[src/rtl/oam_dma.sv]
// oam_dma: sprite DMA engine between the CPU core and the system bus.
// A CPU write to DMA_REG_ADDR latches a source page, halts the CPU via
// cpu_rdy and copies 256 bytes from {page,00..FF} to OAM_DATA_ADDR as
// read/write pairs. When idle, CPU bus signals pass straight through.
//
// Ports:
//   clk_ph2   - CPU bus clock (rising edge)
//   rst       - asynchronous active-high reset
//   cpu_addr  - CPU address bus
//   cpu_dout  - CPU write data
//   cpu_we    - CPU write strobe
//   cpu_rdy   - CPU ready, 0 halts the CPU
//   bus_din   - read data from the system bus
//   bus_addr  - system bus address (CPU or DMA)
//   bus_dout  - system bus write data
//   bus_we    - system bus write strobe
//
// Optional feature macro OAM_DMA_DBG_EN adds:
//   dma_active_dbg - high while a transfer is in progress
//   dma_idx_dbg    - current transfer index
module oam_dma #(
    parameter logic [15:0] DMA_REG_ADDR  = 16'h4014,
    parameter logic [15:0] OAM_DATA_ADDR = 16'h2004,
    parameter int          XFER_LEN      = 256
) (
    input  logic        clk_ph2,
    input  logic        rst,
    input  logic [15:0] cpu_addr,
    input  logic [7:0]  cpu_dout,
    input  logic        cpu_we,
    output logic        cpu_rdy,
    input  logic [7:0]  bus_din,
    output logic [15:0] bus_addr,
    output logic [7:0]  bus_dout,
    output logic        bus_we
`ifdef OAM_DMA_DBG_EN
    ,
    output logic        dma_active_dbg,
    output logic [7:0]  dma_idx_dbg
`endif
);

    localparam logic [7:0] LAST_IDX = 8'(XFER_LEN - 1);

    typedef enum logic [2:0] {
        IDLE,
        HALT,
        ALIGN,
        READ,
        WRITE
    } state_t;

    state_t     state;
    logic [7:0] index;
    logic [7:0] page;
    logic [7:0] latch;
    // parity=0 marks a "get" cycle; reads must land on those
    logic       parity;

    always_ff @(posedge clk_ph2 or posedge rst) begin
        if (rst) begin
            state   <= IDLE;
            cpu_rdy <= 1'b1;
            index   <= 8'd0;
            page    <= 8'd0;
            latch   <= 8'd0;
            parity  <= 1'b0;
        end else begin
            parity <= ~parity;
            unique case (state)
                IDLE: begin
                    if (cpu_we && cpu_addr == DMA_REG_ADDR) begin
                        page    <= cpu_dout;
                        index   <= 8'd0;
                        cpu_rdy <= 1'b0;
                        state   <= HALT;
                    end
                end
                // next cycle's parity is ~parity; READ only if it is 0
                HALT: state <= parity ? READ : ALIGN;
                ALIGN: state <= READ;
                READ: begin
                    latch <= bus_din;
                    state <= WRITE;
                end
                WRITE: begin
                    if (index == LAST_IDX) begin
                        cpu_rdy <= 1'b1;
                        state   <= IDLE;
                    end else begin
                        index <= index + 8'd1;
                        state <= READ;
                    end
                end
                default: state <= IDLE;
            endcase
        end
    end

    // Index is 8 bits and never carries into the page byte.
    always_comb begin
        bus_addr = cpu_addr;
        bus_dout = cpu_dout;
        bus_we   = cpu_we;
        unique case (state)
            READ: begin
                bus_addr = {page, index};
                bus_dout = latch;
                bus_we   = 1'b0;
            end
            WRITE: begin
                bus_addr = OAM_DATA_ADDR;
                bus_dout = latch;
                bus_we   = 1'b1;
            end
            default: begin
                bus_addr = cpu_addr;
                bus_dout = cpu_dout;
                bus_we   = cpu_we;
            end
        endcase
    end

`ifdef OAM_DMA_DBG_EN
    assign dma_active_dbg = (state != IDLE);
    assign dma_idx_dbg    = index;
`endif

endmodule

[config.mk]
export PLATFORM = sky130hd
export DESIGN_NAME = oam_dma
export DESIGN_NICKNAME = d
export VERILOG_FILES = /design/src/rtl/oam_dma.sv
export SDC_FILE = /design/constraint.sdc
export NUM_CORES = 1
export LEC_CHECK = 0
export ABC_AREA = 1
export CORE_MARGIN = 3
export CORE_UTILIZATION = 49
export DETAILED_ROUTE_END_ITERATION = 6
export PLACE_DENSITY_LB_ADDON = 0.25
export SETUP_SLACK_MARGIN = 0.2
export SLEW_MARGIN = 20
export SYNTH_ARGS = -nofsm -noshare
export SYNTH_HDL_FRONTEND = slang
export SYNTH_SLANG_ARGS = --single-unit
[constraint.sdc]
create_clock -name clk_ph2 -period 2.05 [get_ports clk_ph2]
set_input_delay 0.41 -clock clk_ph2 [delete_from_list [all_inputs] [get_ports clk_ph2]]
set_output_delay 0.41 -clock clk_ph2 [all_outputs]
set_load 0.005 [all_outputs]
=== After elaboration in Yosys (flattened, before gate mapping) ===
Index checks and enable logic that the tools add are counted.
Widths: inputs -> output; s select.

* Bits in registers: 29
* Input port bits: 35
* Output and inout port bits: 26

* Equal/unequal tests: 9
* Reductions and logical operators: 7
* Multiplexer cells: 13
* $add $sub $neg: 1
* Bitwise gates (word level): 1

{| class="wikitable"
|+ Operators by type and width
! operator !! count
|-
| $pmux 16 s2 || 1
|-
| $mux 8 || 3
|-
| $eq 16x15->1 const B || 1
|-
| $pmux 8 s2 || 1
|-
| $pmux 3 s5 || 1
|-
| $add 8x1->8 const B || 1
|-
| $eq 8x8->1 const B || 1
|-
| $eq 3x2->1 const B || 2
|-
| $ne 2x2->1 const B || 3
|-
| $reduce_and 3->1 || 2
|-
| $pmux 1 s2 || 2
|-
| $eq 3x1->1 const B || 1
|-
| $eq 3x3->1 const B || 1
|-
| $logic_not 3->1 || 1
|-
| $mux 1 || 3
|-
| $mux 3 || 1
|-
| $mux 2 || 1
|-
| $reduce_and 2->1 || 1
|-
| $reduce_bool 2->1 || 1
|-
| $reduce_or 2->1 || 1
|-
| $logic_and 1x1->1 || 1
|-
| $not 1->1 || 1
|}

=== Depth between registers and ports, before layout ===
Gate-level depths: netlist of the first run.

* Depth in word-level cells: 4
* Depth in mapped cells: 9

=== Worst setup path after synthesis of the first run ===
OpenSTA, ideal clock, no wires.

* Path type: register -> output
* From: register state[2]
* To: output bus_dout[1]
* Cell stages (with the launch flop): 8
* Arrival time: 1,145 ps
* Data required time: 1,640 ps
* Path slack: 495 ps
* Path through: dfrtp_1 nand3_4 clkinv_4 nor2_8 inv_6 buf_8 nand2_1 nand2_1

* Word-level cells in the longest chain between the ends: 3
* Elaborated cells on any way between the ends: 4
* Those cells by class: 2 x eq/ne; 1 x mux; 1 x reduce/logical

{| class="wikitable"
|+ Ends and longest elaborated chain
! what !! line !! text
|-
| start: declaration || 53 || <nowiki>state_t state;</nowiki>
|-
| start signal: assignment || 80 || <nowiki>HALT: state <= parity ? READ : ALIGN;</nowiki>
|-
| $eq 3x3->1 or $eq 3x2->1 (tied branches) || 105 || <nowiki>unique case (state)</nowiki>
|-
| $reduce_or 2->1 (no line) * || n/a ||
|-
| $mux 8 * || 105 ||
|-
| end: declaration || 34 || <nowiki>output logic [7:0] bus_dout,</nowiki>
|}

Every way passes the cells marked *; elsewhere a longest branch is shown, timed or not.

=== Worst setup path in the final report of the first run ===
* From: register state[1]
* To: output bus_addr[1]

* Word-level cells in the longest chain between the ends: 2
* Elaborated cells on any way between the ends: 3
* Those cells by class: 2 x eq/ne; 1 x mux

{| class="wikitable"
|+ Ends and longest elaborated chain
! what !! line !! text
|-
| $eq 3x3->1 or $eq 3x2->1 (tied branches) || 105 ||
|-
| $pmux 16 s2 * || 105 ||
|-
| end: declaration || 33 || <nowiki>output logic [15:0] bus_addr,</nowiki>
|}

Marked as above.

==> reports/summary.log, run 1 <==
qor: status.status finished, violations left
qor: status.violations negative setup slack
qor: floorplan.fp.dieW 66.2 microns
qor: detailed_routing.drt_pass1_iterations 6
qor: sta.final_period_minus_worst_setup_slack 2140 ps
qor: worst_setup_path.worstPathMaxFanout 4
qor: yosys.postSynthAreaPerCell 7.28 sq um
qor: finish.insertedDiodeCount 0
qor: sta.setup_viol 10
qor: floorplan.num_io_pins 61
qor: worst_setup_path.critical_path_cell_sequence inv_2 > nand3_4 > clkinv_4 > nor2_8 > buf_6 > buf_6 > a22o_1 > buf_2
qor: finish.final_layout_size_suffix_gt1_share 35.7%
qor: cts.cts_tree done
qor: yosys.syn_nets 280
qor: sta.achievable-frequency 0.468 GHz
qor: detailed_routing.vias_per_cell 5.47
qor: yosys.yosys_warnings 0
qor: cts.post_cts_hold_buffer_count 0
qor: worst_setup_path.crit_path_end_kind output port
qor: yosys.yosys_register_bits 29
qor: placement.dp_hpwl 3.45 mm
qor: sta.postLayoutSetupSlackWorst -85.8 ps
qor: yosys.synth_area_leader_cell sky130_fd_sc_hd__dfrtp_1
qor: floorplan.initial_utilization 52.0%
qor: worst_setup_path.crit_path_start_kind flop
qor: sta.report.final.slew_viol_count 0
qor: yosys.synthesized_cell_area 1780 sq um
qor: cts.cts.clk_slew.worst_paths 100 ps
qor: power_and_ir_drop.p_leak 1.43 nW
qor: grt.number_of_global_route_vias_before_repair 1939
qor: placement.placement.io_buffers 60
qor: sta.relSlewSlack 74.5%
qor: detailed_routing.route.detailed.wl_per_inst 16.8 microns
qor: grt.gr-total-overflow 0
qor: finish.final_core_area_utilization 84.2%
qor: floorplan.die_height 66.2 microns
qor: sta.timing_hold_violations_final 0
qor: sta.actual_slew_at_the_worst_max_slew_pin 382 ps
qor: detailed_routing.route.detailed.drc 0
qor: power_and_ir_drop.power_per_cell_area 1290 nW/um^2
qor: yosys.sequential_element_share_of_the_synthesized_area 40.9%
qor: grt.global_route.usage.total 28.8%
qor: worst_setup_path.crit_arrival 1730 ps
qor: power_and_ir_drop.vdd_drop_max 828 uV
qor: worst_setup_path.crit_slowest_cell sky130_fd_sc_hd__dfrtp_1
qor: worst_setup_path.critPathRequiredTime 1640 ps
qor: finish.layout.nets 380
qor: power_and_ir_drop.design_power_total 3.70 mW
qor: grt.grt_max_degree 30
qor: yosys.post_synth_num_cell_types 29
qor: yosys.yosys-top-cells-area sky130_fd_sc_hd__dfrtp_1 39%, sky130_fd_sc_hd__nand2_1 19%, sky130_fd_sc_hd__inv_1 6.6%
qor: cts.cts_sink_cnt 29
qor: grt.grt_pass1_wl 9.28 mm
qor: yosys.synthesized_instance_count 244
qor: sta.final_min_period_over_clock_period 104%
qor: cts.cts_max_level 2
qor: yosys.yosysTopAreaCellShare 39.5%
qor: placement.globalplace.congestion 0.840
qor: sta.setup_tns -537 ps
qor: worst_hold_path.worstHoldPathType in -> async
qor: worst_setup_path.reg2reg_depth 7
qor: detailed_routing.detail_route.wirelength 6.58 mm
qor: worst_setup_path.crit_top_cell sky130_fd_sc_hd__buf_6
qor: cts.clock_tree.buffer_depth 2
qor: worst_setup_path.setup.worst_path.class reg -> out
qor: sta.clock_skew 8.64 ps
qor: worst_setup_path.critical_path.max_stage_delay 400 ps
qor: grt.antenna_found_initial 0
qor: floorplan.row_count 21
qor: sta.grt_setup_unrepaired true
qor: job.max-cap-violations 0
qor: detailed_routing.vias 2140
qor: detailed_routing.detailedRoute.firstIterationViolations 229
qor: cts.cts_root_buffer sky130_fd_sc_hd__clkbuf_4
qor: cts.tritoncts.num_buffers 5
qor: cts.clock_latency 340 ps
qor: floorplan.fp.dieArea 4380 sq um
qor: detailed_routing.ant_nets 0
qor: floorplan.design.core.area 3420 sq um
qor: finish.syn_to_final_growth 62.0%
[power breakdown]
group | total [mW] | internal, mW | switching, mW
Combinational | 2.35 | 1.19 | 1.15
Clock | 0.503 | 0.291 | 0.212
Sequential | 0.853 | 0.718 | 0.135
[state kept, by name, indices dropped and copies added, names as in the netlist]
register  cells
latch         8
parity        1
index         8
state         3
page          8
cpu_rdy       1
[cells in the mapped netlist, drive strengths merged]
master,count
a21oi,8
a22o,2
a2bb2oi,1
buf,7
clkinv,1
dfrtp,28
dfstp,1
ha,1
inv,36
nand2,93
nand3,18
nor2,21
nor3,2
o21ai,20
o22ai,4
or2,1
[stage by stage]
step	hold slack, ps	worst slack, ps	cells	cell area, sq um
after floorplan	395	495	244	1780
after global placement	417	42.7	352	2450
after detailed placement	413	15.7	352	2450
after CTS	432	-57.1	386	2760
after global routing	478	-162	391	2880
final	449	-85.8	391	2880
[final timing paths]
| kind | endpoint | from | slack [ps] |
|---|---|---|---|
| hold / removal | page[0] | rst | 450 |
| min in group clk_ph2 | parity | parity | 470 |
| hold reg to reg | parity | parity | 470 |
| setup / recovery | bus_addr[1] | state[1] | -90 |
| setup reg to reg | page[5] | state[1] | 420 |
| max in group asynchronous | cpu_rdy | rst | 1280 |
[metal layers]
metal / routed length (microns) / global-route usage, % / up-vias
met3: 628 / 7.31 / 34
met4: 315 / 9.90 / 0
met1: 2420 / 34.4 / 1001
met5: 0 / 0 / -
li1: - / - / 967
met2: 3220 / 49.9 / 138
[cells by family (layout without fill, tap and decap cells)]
kind of cell               Yosys count  count (layout)  share of synthesized area [%]
and+or+nand+nor                    135             135                           34.1
buffers and inverters               44             145                           11.4
AOI/OAI and AO/OA                   35              35                           12.8
DFF                                 29              29                           40.9
adders and majority gates            1               1                          0.705
[repair_timing]
action | in CTS | in global routing
pin swaps | 10 | 7
cloned | 1 | 1
buffers inserted | 25 | 4
setup endpoints to repair | 25 | 25
gates resized for setup | 145 | 25
[critical path: cells and delay by family, from the launching register on]
| family | cells | cell delay, ps |
|---|---|---|
| compound gates | 1 | 160 |
| buf+inv | 5 | 550 |
| flops | 1 | 400 |
| simple gates | 2 | 270 |
[cell type report]
class	count	area, sq um
clock buffer	7	55.1
clock inverter	1	30.0
fill	192	539
inverter	37	166
multi-input combinational	171	947
sequential	29	728
tap	46	57.6
timing repair buffer	99	881
timing repair inverter	1	11.3
[cell usage in the layout (no fill, tap or decap), types with 4 or more instances in the layout]
cell / n
sky130_fd_sc_hd__buf_4: 13
sky130_fd_sc_hd__clkdlybuf4s50_1: 35
sky130_fd_sc_hd__o21ai_1: 11
sky130_fd_sc_hd__nand2_1: 75
sky130_fd_sc_hd__buf_8: 4
sky130_fd_sc_hd__a21oi_1: 6
sky130_fd_sc_hd__nand3_1: 16
sky130_fd_sc_hd__buf_6: 22
sky130_fd_sc_hd__inv_1: 31
sky130_fd_sc_hd__dfrtp_1: 27
sky130_fd_sc_hd__o21ai_2: 6
sky130_fd_sc_hd__nand2_2: 15
sky130_fd_sc_hd__buf_2: 25
sky130_fd_sc_hd__nor2_1: 11
sky130_fd_sc_hd__nor2_2: 6
sky130_fd_sc_hd__clkbuf_4: 5
Power figures use the tool's default switching activity.
==> run 2, diff against run 1 <==
CORE_UTILIZATION = 45   (was 49)
clock period = 2.35 ns   (was 2.05 ns; I/O delays follow)
==> run 2 against run 1 <==
- the flow now finishes without violations
- cell area is 5.5% lower
- non-clock buffer count is 17 lower
- die area is 8.1% higher
- sequential share of layout area is 1.5 points higher
- routed wire length is 21% lower
- critical path depth is 3 higher
- register-to-register slack better by 390 ps
- total power is 22% lower
- setup slack better by 140 ps
- sequential cell count stayed put
- clock skew is 4.1 ps lower
- first-iteration DRC count is 34% lower
- critical path type unchanged
==> reports/summary.log, run 2 (same netlist as run 1, synthesis figures left out) <==
qor: finish.final_design_area_no_fill 2720 sq um [-5.5%]
qor: finish.syn_to_final_growth 53.1%
qor: finish.regArea 728 sq um [unchanged]
qor: grt.antenna_found_initial 0 [unchanged]
qor: worst_setup_path.critPathRequiredTime 1880 ps [+240 ps]
qor: worst_setup_path.rr_endpoint index[1]
qor: status.status finished clean
qor: sta.timing_hold_violations_final 0 [unchanged]
qor: sta.hold_ws 460 ps [+10.8 ps]
qor: finish.layout.nets 364 [-4.2%]
qor: sta.achievable-frequency 0.435 GHz
qor: sta.setup_viol 0 [-10]
qor: detailed_routing.route.detailed.wl_per_inst 13.8 microns [-18%]
qor: worst_hold_path.worstHoldPathCells 1
qor: cts.clock_latency 290 ps [-50 ps]
qor: placement.area_post_placement 2430 sq um [-0.61%]
qor: floorplan.num_io_pins 61 [unchanged]
qor: grt.global_route.usage.total 22.2% [-6.6 points]
qor: sta.relSlewSlack 75.6% [+1.1 points]
qor: floorplan.row_count 22 [+4.8%]
qor: worst_setup_path.rr_startpoint index[0]
qor: detailed_routing.vias_per_cell 5.05 [-7.7%]
qor: cts.post_cts_hold_buffer_count 0 [unchanged]
qor: worst_setup_path.critical_path_cell_sequence nand2_2 > nor2_4 > buf_12 > nor2_8 > buf_6 > buf_12 > buf_6 > buf_6 > nand2_2 > o21ai_1 > buf_2
qor: cts.cts_max_level 2 [unchanged]
qor: worst_setup_path.timing.critical_path.max_delay_family buffers and inverters
qor: sta.clock_skew 4.52 ps [-4.11 ps]
qor: cts.cts.clk_slew.worst_paths 60 ps [-40 ps]
qor: detailed_routing.detailedRoute.firstIterationViolations 151 [-34%]
qor: sta.final_period_minus_worst_setup_slack 2300 ps
qor: cts.tritoncts.num_buffers 5 [unchanged]
qor: detailed_routing.detail_route.wirelength 5.22 mm [-21%]
qor: detailed_routing.ant_nets 0 [unchanged]
qor: worst_setup_path.crit_top_cell sky130_fd_sc_hd__buf_6
qor: sta.report.final.slew_viol_count 0 [unchanged]
qor: worst_setup_path.reg2reg_depth 8 [+1]
qor: sta.grt_setup_unrepaired true
qor: floorplan.fp.dieArea 4730 sq um [+8.1%]
qor: detailed_routing.route.detailed.drc 0 [unchanged]
qor: placement.placement.io_buffers 60 [unchanged]
qor: job.max-cap-violations 0 [unchanged]
qor: floorplan.design.core.area 3740 sq um [+9.6%]
qor: power_and_ir_drop.p_leak 1.39 nW [-3.2%]
qor: worst_setup_path.critical_path.max_stage_delay 430 ps [+30 ps]
qor: placement.dp_hpwl 3.34 mm [-3.1%]
qor: worst_setup_path.setup.reg_to_reg.worst_slack 810 ps [+390 ps]
qor: grt.number_of_global_route_vias_before_repair 1700 [-12%]
qor: finish.mostFrequentLayoutCell sky130_fd_sc_hd__nand2_1
qor: finish.final_core_area_utilization 72.6% [-12 points]
qor: worst_setup_path.worstPathMaxFanout 4 [unchanged]
qor: finish.area_of_the_multi_input_gates 882 sq um [-6.9%]
qor: finish.final_layout_size_suffix_gt1_share 26.4% [-9.2 points]
qor: power_and_ir_drop.vdd_drop_max 541 uV [-35%]
qor: floorplan.die_height 68.8 microns [+4.0%]
qor: finish.layout_top_registers index x8, latch x8, page x8
qor: cts.clock_tree.buffer_depth 2 [unchanged]
qor: cts.cts_sink_cnt 29 [unchanged]
qor: finish.final_cell_mix 84 x sky130_fd_sc_hd__nand2_1, 35 x sky130_fd_sc_hd__clkdlybuf4s50_1, 31 x sky130_fd_sc_hd__inv_1
qor: worst_hold_path.worstHoldPathType reg -> reg
qor: floorplan.initial_utilization 47.4% [-4.6 points]
qor: grt.grt_max_degree 30 [unchanged]
qor: grt.grt_pass1_wl 7.62 mm [-18%]
qor: cts.cts_tree done
qor: grt.gr-total-overflow 0 [unchanged]
qor: worst_setup_path.crit_path_end_kind output port
qor: finish.insertedDiodeCount 0 [unchanged]
qor: worst_hold_path.min_to parity
qor: worst_setup_path.setup.worst_path.class reg -> out
qor: floorplan.fp.dieW 68.8 microns [+4.0%]
qor: sta.final_min_period_over_clock_period 97.7%
qor: worst_setup_path.crit_slowest_cell sky130_fd_sc_hd__dfrtp_1
qor: detailed_routing.vias 1905 [-11%]
qor: finish.num-fill-cells 298 [+55%]
qor: worst_setup_path.crit_path_start_kind flop
qor: detailed_routing.drt_pass1_iterations 5 [-1]
qor: cts.cts_root_buffer sky130_fd_sc_hd__clkbuf_8
qor: sta.actual_slew_at_the_worst_max_slew_pin 366 ps [-15.9 ps]
qor: worst_setup_path.critPathBufInv 6 [+1]
qor: worst_hold_path.holdCritStartpoint parity
qor: placement.globalplace.congestion 0.860 [+2.5%]
qor: power_and_ir_drop.power_per_cell_area 1060 nW/um^2 [-18%]
qor: worst_setup_path.crit_arrival 1830 ps [+100 ps]
-- run 2: cell types whose count changed in the layout (fill, tap and decap cells not counted), sizes merged --
cell | before | now
buf | 64 | 34
clkbuf | 7 | 15
clkdlybuf4s15 | 0 | 1
clkinv | 1 | 2
dlymetal6s2s | 0 | 4
-- run 2: how the worst max path moves through the flow --
stage,startpoint,to,slack (ps),cells past startpoint
after detailed placement,state[2],bus_addr[15],170,7
after floorplan,state[2],bus_dout[1],740,7
after CTS,state[0],bus_addr[9],10,5
after global routing,state[0],bus_addr[14],-40,11
after global placement,state[0],bus_we,180,6
final,state[0],bus_addr[10],50,11
-- run 2: layout make-up --
cell class	instances	area share (%)
clock buffer	7	3.18
clock inverter	1	1.10
inverter	37	6.12
timing repair buffer	82	27.7
timing repair inverter	2	0.460
tap	48	2.21
sequential	29	26.8
multi-input combinational	171	32.5
-- run 2: power by group --
group	switching [mW]	internal (mW)	total, mW	leakage, nW
Combinational	0.806	0.805	1.61	0.999
Sequential	0.104	0.628	0.731	0.330
Clock	0.196	0.345	0.541	0.0585
-- run 2: timing repair --
action | CTS | global route
cloned | 1 | 1
setup buffers | 9 | 8
pin swaps | 4 | 6
gates resized for setup | 61 | 43
setup endpoints to repair | 25 | 25
-- run 2: per-stage QoR --
step	total power, mW	setup slack [ps]	setup TNS (ps)	cells
2_1_floorplan	1.44	735	0	244
3_3_place_gp	2.06	176	0	350
3_5_place_dp	2.07	167	0	350
4_1_cts	2.64	13.6	0	368
5_1_grt	3.08	-35.9	-156	377
6_report	2.88	53.5	0	377
-- run 2: per-layer routing --
metal | routed length (microns) | global-route usage (%) | vias up | share of wire (%)
met1 | 2170 | 28.1 | 888 | 42
met5 | 0 | 0 | - | 0
met2 | 2610 | 37.1 | 70 | 50
met3 | 368 | 6.65 | 7 | 7.0
met4 | 75 | 5.84 | 0 | 1.4
li1 | - | - | 940 | -
==> run 3, diff against run 2 <==
PLACE_DENSITY = 0.89   (was not set)
PLACE_DENSITY_LB_ADDON = not set   (was 0.25)
==> run 3 against run 2 <==
- setup slack better by 68 ps
- combinational power decreased by 9%
- critical path type unchanged
- first-iteration DRC count grew 0.66%
- routed wire length down 0.57%
- clock skew decreased by 2.9 ps
- maximum frequency increased by 3.1%
- worst hold slack got worse by 8.3 ps
==> reports/summary.log, run 3 (same netlist as run 1, synthesis figures left out) <==
qor: status.status finished clean
qor: worst_setup_path.rr_endpoint index[7]
qor: power_and_ir_drop.sequentialPowerShare 27.6% [+2.2 points]
qor: placement.area_post_placement 2420 sq um [-0.51%]
qor: power_and_ir_drop.power_per_cell_area 1010 nW/um^2 [-4.6%]
qor: sta.final_min_period_over_clock_period 94.8% [-2.9 points]
qor: grt.global_route.usage.total 24.0% [+1.8 points]
qor: worst_hold_path.worstHoldPathType reg -> reg
qor: sta.setup_tns 0 ps [unchanged]
qor: power_and_ir_drop.sw_power 1.04 mW [-5.6%]
qor: power_and_ir_drop.cell_internal_pwr 1.61 mW [-9.4%]
qor: worst_setup_path.critical_path_cell_sequence nand2_2 > nor2_4 > buf_12 > nor2_8 > buf_12 > buf_8 > buf_6 > nand2_2 > o21ai_1 > buf_2
qor: worst_setup_path.timing.critical_path.max_delay_family buffers and inverters
qor: floorplan.design.core.area 3740 sq um [unchanged]
qor: floorplan.fp.dieW 68.8 microns [unchanged]
qor: finish.layout_top_registers index x8, latch x8, page x8
qor: placement.placement.io_buffers 60 [unchanged]
qor: sta.grt_setup_unrepaired true
qor: placement.globalplace.congestion 0.910 [+5.8%]
qor: cts.post_cts_hold_buffer_count 0 [unchanged]
qor: sta.clock_skew 1.60 ps [-2.93 ps]
qor: sta.actual_slew_at_the_worst_max_slew_pin 375 ps [+8.21 ps]
qor: placement.place_worst_setup_slack 163 ps [-4.76 ps]
qor: worst_setup_path.setup.reg_to_reg.worst_slack 840 ps [+30 ps]
qor: power_and_ir_drop.power.combinational.fraction 55.3% [-0.6 points]
qor: sta.postLayoutSetupSlackWorst 122 ps [+68.2 ps]
qor: finish.final_cell_mix 86 x sky130_fd_sc_hd__nand2_1, 36 x sky130_fd_sc_hd__clkdlybuf4s50_1, 31 x sky130_fd_sc_hd__inv_1
qor: finish.finish.cell_count_without_fillers 373 [-1.1%]
qor: worst_setup_path.worstPathMaxFanout 5 [+1]
qor: worst_setup_path.setup.worst_path.end bus_addr[11]
qor: worst_setup_path.crit_path_start_kind flop
qor: finish.final_design_area_no_fill 2620 sq um [-3.5%]
qor: grt.gr-total-overflow 0 [unchanged]
qor: worst_setup_path.critPathBufInv 5 [-1]
qor: worst_setup_path.crit_cells 10 [-1]
qor: floorplan.row_count 22 [unchanged]
qor: sta.hold_ws 452 ps [-8.25 ps]
qor: sta.final_period_minus_worst_setup_slack 2230 ps [-68.2 ps]
qor: power_and_ir_drop.design_power_total 2.66 mW [-7.9%]
qor: sta.report.final.slew_viol_count 0 [unchanged]
qor: finish.layout.nets 360 [-1.1%]
qor: cts.cts.clk_slew.worst_paths 60 ps [about the same]
qor: detailed_routing.detailedRoute.firstIterationViolations 152 [+0.66%]
qor: grt.antenna_found_initial 0 [unchanged]
qor: cts.cts_root_buffer sky130_fd_sc_hd__clkbuf_8
qor: power_and_ir_drop.sw_frac_of_total 39.3% [+0.99 points]
qor: detailed_routing.vias_per_cell 5.10 [+0.86%]
qor: floorplan.die_height 68.8 microns [unchanged]
qor: worst_setup_path.critPathRequiredTime 1880 ps [about the same]
qor: worst_setup_path.crit_arrival 1760 ps [-70 ps]
qor: grt.grt_max_degree 30 [unchanged]
qor: detailed_routing.route.detailed.drc 0 [unchanged]
qor: cts.cts_tree done
qor: detailed_routing.route.detailed.wl_per_inst 13.9 microns [+0.49%]
qor: detailed_routing.detail_route.wirelength 5.19 mm [-0.57%]
qor: worst_setup_path.setup.worst_path.class reg -> out
qor: worst_setup_path.critical_path.max_stage_delay 420 ps [about the same]
qor: finish.insertedDiodeCount 0 [unchanged]
qor: detailed_routing.drt_pass1_iterations 5 [unchanged]
qor: finish.final_core_area_utilization 70.1% [-2.5 points]
qor: power_and_ir_drop.power.clock.fraction 17.2% [-1.6 points]
qor: floorplan.num_io_pins 61 [unchanged]
qor: cts.cts_max_level 2 [unchanged]
qor: job.max-cap-violations 0 [unchanged]
qor: detailed_routing.vias 1901 [-0.21%]
qor: grt.number_of_global_route_vias_before_repair 1843 [+8.4%]
qor: finish.mostFrequentLayoutCell sky130_fd_sc_hd__nand2_1
qor: placement.dp_hpwl 3.43 mm [+2.5%]
qor: sta.timing_hold_violations_final 0 [unchanged]
qor: power_and_ir_drop.vdd_drop_max 607 uV [+12%]
qor: cts.clock_tree.buffer_depth 2 [unchanged]
qor: floorplan.fp.dieArea 4730 sq um [unchanged]
qor: worst_setup_path.critPathLaunch state[0]
qor: worst_setup_path.reg2reg_depth 8 [unchanged]
qor: cts.cts_sink_cnt 29 [unchanged]
qor: cts.tritoncts.num_buffers 5 [unchanged]
qor: worst_setup_path.rr_startpoint index[0]
qor: worst_setup_path.crit_slowest_cell sky130_fd_sc_hd__dfrtp_1
qor: finish.syn_to_final_growth 47.7%
qor: grt.grt_pass1_wl 8.42 mm [+10%]
qor: cts.clock_latency 280 ps [about the same]
qor: floorplan.initial_utilization 47.4% [unchanged]
qor: sta.setup_viol 0 [unchanged]
qor: power_and_ir_drop.p_leak 1.31 nW [-5.2%]
qor: detailed_routing.ant_nets 0 [unchanged]
qor: placement.number_of_cells_in_the_design_after_placement 350 [unchanged]
qor: sta.achievable-frequency 0.449 GHz [+3.1%]
qor: sta.relSlewSlack 75.0% [-0.55 points]
qor: finish.final_layout_size_suffix_gt1_share 23.1% [-3.4 points]
qor: worst_setup_path.crit_path_end_kind output port
## run 3: changes by cell type in the layout (fill, tap and decap cells not counted), moves of 2 or more
cell / delta
sky130_fd_sc_hd__buf_4: +2
sky130_fd_sc_hd__dlygate4sd2_1: +9
sky130_fd_sc_hd__buf_2: -6
sky130_fd_sc_hd__buf_12: -2
sky130_fd_sc_hd__dlymetal6s2s_1: -4
sky130_fd_sc_hd__buf_6: -4
sky130_fd_sc_hd__nand2_1: +2
## run 3: worst register-to-register path: cells and delay by family (launching register included)
| family | cells | cell delay (ps) |
|---|---|---|
| AO/OA/AOI/OAI | 1 | 120 |
| adder cells (fa/ha/maj) | 1 | 180 |
| buffers and inverters | 1 | 130 |
| flip-flops | 1 | 410 |
| AND/OR/NAND/NOR | 5 | 560 |
## run 3: how the worst min path moves through the flow
stage,start,endpoint,slack (ps),cells after the start
6_report,parity,parity,450,1
5_1_grt,parity,parity,470,1
4_1_cts,parity,parity,440,1
3_5_place_dp,parity,parity,430,1
3_3_place_gp,parity,parity,410,1
2_1_floorplan,parity,parity,390,1
## run 3: layer usage
layer,part of all wire [%],vias to the layer above,track usage [%],routed length (microns)
li1,-,918,-,-
met1,41,903,28.8,2130
met2,51,74,42.4,2650
met3,7.1,6,6.32,368
met4,0.77,0,6.33,40
met5,0,-,0,0
## run 3: power by group through the flow
stage	combinational, mW	clock [mW]	sequential (mW)
global placement	1.27	0	0.730
detailed placement	1.28	0	0.734
floorplan	0.730	0	0.711
finish	1.47	0.456	0.732
global route	1.60	0.485	0.748
CTS	1.38	0.461	0.726
## run 3: area by class of cell
class / instances / area (sq um)
fillers: 299 / 1120
multi-input cells: 171 / 865
clock inverters: 1 / 5.00
flip-flops and latches: 29 / 728
repair buffers: 79 / 701
inverters: 37 / 161
repair inverters: 1 / 6.26
clock buffers: 7 / 96.3
well taps: 48 / 60.1
## run 3: what timing repair did
| action | 4_1_cts | 5_1_grt |
|---|---|---|
| pin swaps | 4 | 4 |
| buffers inserted | 10 | 4 |
| setup endpoints to repair | 25 | 25 |
| cloned | 1 | 0 |
| gates resized for setup | 50 | 28 |
